$ cat src/rtl/fir_decimator.sv
// -----------------------------------------------------------------------------
// fir_decimator
//
// Decimates an unsigned 18-bit FIR output stream by DECIM. Each kept sample
// is rounded, shifted right by SHIFT and reduced to 8 bits. The result is
// queued in a small output FIFO with valid/ready handshaking.
//
// Pipeline:
//   edge 1 : a sample with in_valid=1 at phase 0 is captured in stage 1
//   edge 2 : stage 2 rounds and shifts it, then writes it into the FIFO
//   out_valid is therefore visible right after the second edge.
//
// Parameters:
//   DECIM  decimation factor (2..16)
//   SHIFT  right shift applied to each kept sample (1..17)
//   DEPTH  FIFO depth in entries (power of two, 2..16)
//
// Ports:
//   clk        single clock; all state changes on the rising edge
//   rst        synchronous, active-low reset
//   in_data    18-bit unsigned input sample
//   in_valid   in_data carries a new sample this cycle
//   out_data   FIFO head sample (0 while the FIFO is empty)
//   out_valid  FIFO not empty
//   out_ready  consumer takes out_data when out_valid && out_ready
//   fifo_full  FIFO holds DEPTH entries
//   drop_flag  sticky: a kept sample was lost to a full FIFO
//
// Build option:
//   FIR_DECIMATOR_SAT_EN  defined   -> results above 255 clamp to 255
//                         undefined -> the low 8 bits are kept (wrap)
// -----------------------------------------------------------------------------
module fir_decimator #(
   parameter int DECIM = 4,
   parameter int SHIFT = 10,
   parameter int DEPTH = 4
) (
   input  logic        clk,
   input  logic        rst,
   input  logic [17:0] in_data,
   input  logic        in_valid,
   output logic [7:0]  out_data,
   output logic        out_valid,
   input  logic        out_ready,
   output logic        fifo_full,
   output logic        drop_flag
);

   localparam int PW = (DECIM > 1) ? $clog2(DECIM) : 1;
   localparam int AW = (DEPTH > 1) ? $clog2(DEPTH) : 1;
   localparam int CW = $clog2(DEPTH + 1);

   localparam logic [PW-1:0] PHASE_LAST = PW'(DECIM - 1);
   localparam logic [CW-1:0] COUNT_FULL = CW'(DEPTH);
   localparam logic [18:0]   ROUND      = 19'd1 << (SHIFT - 1);

   // ---------------------------------------------------------------- phase
   logic [PW-1:0] phase_reg, phase_next;
   logic          keep;

   assign keep = in_valid && (phase_reg == '0);

   always_comb begin
      phase_next = phase_reg;
      if (in_valid) begin
         phase_next = (phase_reg == PHASE_LAST) ? '0 : phase_reg + PW'(1);
      end
   end

   always_ff @(posedge clk) begin
      if (!rst) begin
         phase_reg <= '0;
      end else begin
         phase_reg <= phase_next;
      end
   end

   // -------------------------------------------------------------- stage 1
   logic        s1_valid_reg;
   logic [17:0] s1_data_reg;

   always_ff @(posedge clk) begin
      if (!rst) begin
         s1_valid_reg <= 1'b0;
         s1_data_reg  <= '0;
      end else begin
         s1_valid_reg <= keep;
         if (keep) begin
            s1_data_reg <= in_data;
         end
      end
   end

   // -------------------------------------------------------------- stage 2
   // The extra top bit absorbs the rounding carry, so the sum never overflows.
   logic [18:0] sum;
   logic [18:0] r;
   logic [7:0]  reduced;

   assign sum = {1'b0, s1_data_reg} + ROUND;
   assign r   = sum >> SHIFT;

`ifdef FIR_DECIMATOR_SAT_EN
   assign reduced = (r > 19'd255) ? 8'hFF : r[7:0];
`else
   logic unused_hi;
   assign unused_hi = ^r[18:8];
   assign reduced   = r[7:0];
`endif

   // ----------------------------------------------------------------- FIFO
   logic [7:0]    mem_reg [DEPTH];
   logic [AW-1:0] wr_ptr_reg, rd_ptr_reg;
   logic [CW-1:0] count_reg, count_next;
   logic          drop_flag_reg;
   logic          wr_en, rd_en;

   assign out_valid = (count_reg != '0);
   assign fifo_full = (count_reg == COUNT_FULL);
   assign drop_flag = drop_flag_reg;

   // Gating with out_valid gives a defined 0 after reset without having to
   // clear the storage array.
   assign out_data  = out_valid ? mem_reg[rd_ptr_reg] : 8'd0;

   assign rd_en = out_valid && out_ready;
   // A read in the same cycle frees a slot, so a write at full is lossless.
   assign wr_en = s1_valid_reg && (!fifo_full || rd_en);

   always_comb begin
      count_next = count_reg;
      case ({wr_en, rd_en})
         2'b10:   count_next = count_reg + CW'(1);
         2'b01:   count_next = count_reg - CW'(1);
         default: count_next = count_reg;
      endcase
   end

   always_ff @(posedge clk) begin
      if (wr_en) begin
         mem_reg[wr_ptr_reg] <= reduced;
      end
   end

   // Pointers are AW bits wide, so they wrap modulo DEPTH on their own.
   always_ff @(posedge clk) begin
      if (!rst) begin
         wr_ptr_reg    <= '0;
         rd_ptr_reg    <= '0;
         count_reg     <= '0;
         drop_flag_reg <= 1'b0;
      end else begin
         count_reg <= count_next;
         if (wr_en) begin
            wr_ptr_reg <= wr_ptr_reg + AW'(1);
         end
         if (rd_en) begin
            rd_ptr_reg <= rd_ptr_reg + AW'(1);
         end
         if (s1_valid_reg && fifo_full && !out_ready) begin
            drop_flag_reg <= 1'b1;
         end
      end
   end

endmodule

$ cat config.mk
export PLATFORM = sky130hd
export DESIGN_NAME = fir_decimator
export DESIGN_NICKNAME = d
export VERILOG_FILES = /design/src/rtl/fir_decimator.sv
export SDC_FILE = /design/constraint.sdc
export NUM_CORES = 1
export LEC_CHECK = 0
export ABC_AREA = 1
export CAP_MARGIN = 0
export CELL_PAD_IN_SITES_DETAIL_PLACEMENT = 0
export CELL_PAD_IN_SITES_GLOBAL_PLACEMENT = 1
export CORE_ASPECT_RATIO = 0.9
export CORE_MARGIN = 5
export CORE_UTILIZATION = 35
export CTS_BUF_LIST = sky130_fd_sc_hd__clkbuf_4 sky130_fd_sc_hd__clkbuf_8
export DETAILED_ROUTE_END_ITERATION = 6
export PLACE_DENSITY = 0.74
export SETUP_SLACK_MARGIN = 0.5
export SYNTH_ARGS = -nofsm -noshare
export SYNTH_HDL_FRONTEND = slang
export SYNTH_SLANG_ARGS = --single-unit
$ cat constraint.sdc
create_clock -name clk -period 1.7 [get_ports clk]
set_input_delay 0.255 -clock clk [delete_from_list [all_inputs] [get_ports clk]]
set_output_delay 0.255 -clock clk [all_outputs]
set_load 0.03 [all_outputs]
==> flow_summary.json <==
{
  "final_common_cell": "nor2_1",
  "core-area_um2": 6550,
  "cp_cell_sequence": "buf_12, nor2_1, nor2_1, o21ai_1, a21oi_2, buf_6",
  "syn-cell-area_um2": 2340,
  "grt.total_usage": 0.118,
  "io_pins": 33,
  "drtPass1Iterations": 4,
  "final_cell_mix": "nor2_1 (48), edfxtp_1 (32), buf_6 (23)",
  "yosysTopAreaCell": "edfxtp_1",
  "placed_cell_area_um2": 2830,
  "synth_cell_types": 27,
  "wire_per_inst_um": 12.3,
  "dp.cells": 352,
  "largest_reg_flops": 32,
  "cp_slowest_cell": "dfxtp_4",
  "synth_edf_count": 32,
  "grt_pass1_vias": 1656,
  "period_share": 0.956,
  "rows": 28,
  "crit_buf_inv": 2,
  "p_leak_nw": 1.33,
  "slew_viol_final": 0,
  "start_kind": "flop",
  "stdcell_area_um2": 3500,
  "hp-class": "reg2reg",
  "syn_nets": 264,
  "fin_nets": 323,
  "required_ns": 1.44,
  "drt_drc_violations_left": 0,
  "worstPathArrival_ns": 1.37,
  "path_class": "reg2out",
  "layout-drive-gt1-share": 0.401,
  "drt-vias-per-instance": 4.57,
  "async_reset_ff_frac": 0,
  "syn_avg_cell_area_um2": 9.99,
  "ctsHoldBuffers": 0,
  "drtIter0Drc": 45,
  "area_growth_pct": 49.5,
  "cts_buffers": 5,
  "fin_ws_ns": 0.0747,
  "critical-path-max-stage-delay_ns": 0.39,
  "grt_max_degree": 19,
  "crit_family": "flip-flops",
  "synth.area.top_cells": "edfxtp_1 (41%), dfxtp_1 (19%), nor2_1 (9.3%)",
  "io_buffers": 23,
  "cts_sinks": 54,
  "ant_nets": 0,
  "antenna_found_initial": 0,
  "start_util": 0.357,
  "skew_ns": 0.00597,
  "ys_ff_latch": 54,
  "die_x_um": 96.2,
  "vias": 1754,
  "setup_viol": 0,
  "cts_root_buf": "clkbuf_8",
  "path_max_fanout": 8,
  "synth_top_area_frac": 0.411,
  "endpoint_kind": "primary output",
  "relSlewSlack": 0.747,
  "status": "finished, final reports clean",
  "ys.flop_type": "edfxtp_1",
  "synth_cells": 234,
  "wl_um": 4740,
  "min_period_ns": 1.63,
  "dieArea_um2": 8420,
  "path_clk_slew_ns": 0.10,
  "fin_cells": 384,
  "maxCapViolCount": 0,
  "cts_tree": "yes",
  "diodes": 0,
  "worst_pin_slew_ns": 0.378,
  "htreeDepth": 2,
  "p_total_mw": 4.31,
  "dpl_worst_slack_ns": -0.0931,
  "max_freq_mhz": 615,
  "utilization": 0.534,
  "yosysWarnings": 0,
  "die_h_um": 87.5,
  "cts_buffer_depth": 2,
  "clk_latency_ns": 0.31,
  "p_per_area_nw_per_um2": 1230,
  "finalHoldViolations": 0,
  "vdd_ir_drop_max_v": 0.000457,
  "ys_seq_area_frac": 0.599,
  "overflow": 0,
  "hpwlAfterDp_um": 3030,
  "grt_first_pass_wirelength_um": 7610,
  "rsz0062_at_grt": "yes",
  "crit_top_cell": "nor2_1",
  "fillers": 580,
  "gp_congestion": 0.710
}
-- cells in the mapped netlist (all sizes together), types with 4 or more instances --
master	instances
xor2	4
nand3	6
xnor2	4
dfxtp	22
ha	7
a21oi	19
nand4	4
inv	23
buf	5
edfxtp	32
nand2	14
nor2	59
o21ai	29
-- metal layers --
layer,share of wire,wire [um],track usage,up-vias
met5,0,0,0,-
met4,0.012,57,0.0426,0
met2,0.50,2360,0.192,32
met3,0.028,135,0.0258,6
li1,-,-,-,904
met1,0.46,2180,0.155,812
-- through the flow --
| stage | hold WS [ns] | setup TNS [ns] |
|---|---|---|
| after CTS | 0.477 | 0 |
| final | 0.473 | 0 |
| after floorplan | 0.391 | 0 |
| after global placement | 0.448 | -0.988 |
| after detailed placement | 0.458 | -1.27 |
| after global routing | 0.522 | 0 |
-- cell type report --
| class | instances | area [um^2] | area share |
|---|---|---|---|
| clock buffer | 5 | 68.8 | 0.0197 |
| sequential | 54 | 1420 | 0.407 |
| tap | 90 | 113 | 0.0322 |
| inverter | 24 | 109 | 0.0311 |
| multi-input combinational | 151 | 1120 | 0.322 |
| timing repair buffer | 57 | 611 | 0.175 |
| clock inverter | 3 | 48.8 | 0.0140 |
-- worst reg2reg max path: cells and delay by family (launching register included) --
kind                       cells  cell delay (ns)
buffers and inverters          2             0.14
DFF                            1             0.36
adders and majority gates      1             0.34
and+or+nand+nor                6             0.42
AOI/OAI and AO/OA              1             0.15
-- worst paths after layout --
path	start	endpoint	slack, ns	cells past startpoint
worst min register to register	drop_flag	drop_flag	0.47	1
worst max-delay path	flop	out_data[7]	0.07	6
worst min-delay path	drop_flag	drop_flag	0.47	1
worst max register to register	count_reg[0]	count_reg[2]	0.19	10
-- cell families after synthesis --
group,Yosys count,share of synthesized area
flops,54,0.599
simple gates,84,0.161
fa+ha+maj,8,0.0460
compound gates,50,0.109
buf+inv,30,0.0546
xor+xnor,8,0.0300
-- where the power goes --
part	internal [mW]	leakage (nW)	switching (mW)
clock network	0.448	0.0563	0.421
registers	1.50	0.480	0.101
logic	0.857	0.797	0.976
total	2.81	1.33	1.50
-- what timing repair did --
item / CTS / global route
gates resized for setup: 51 / 48
buffers inserted: 9 / 14
pin swaps: 20 / 28
setup endpoints to repair: 72 / 76
cloned: 0 / 1
No activity file was read; power rests on OpenSTA's default activity.
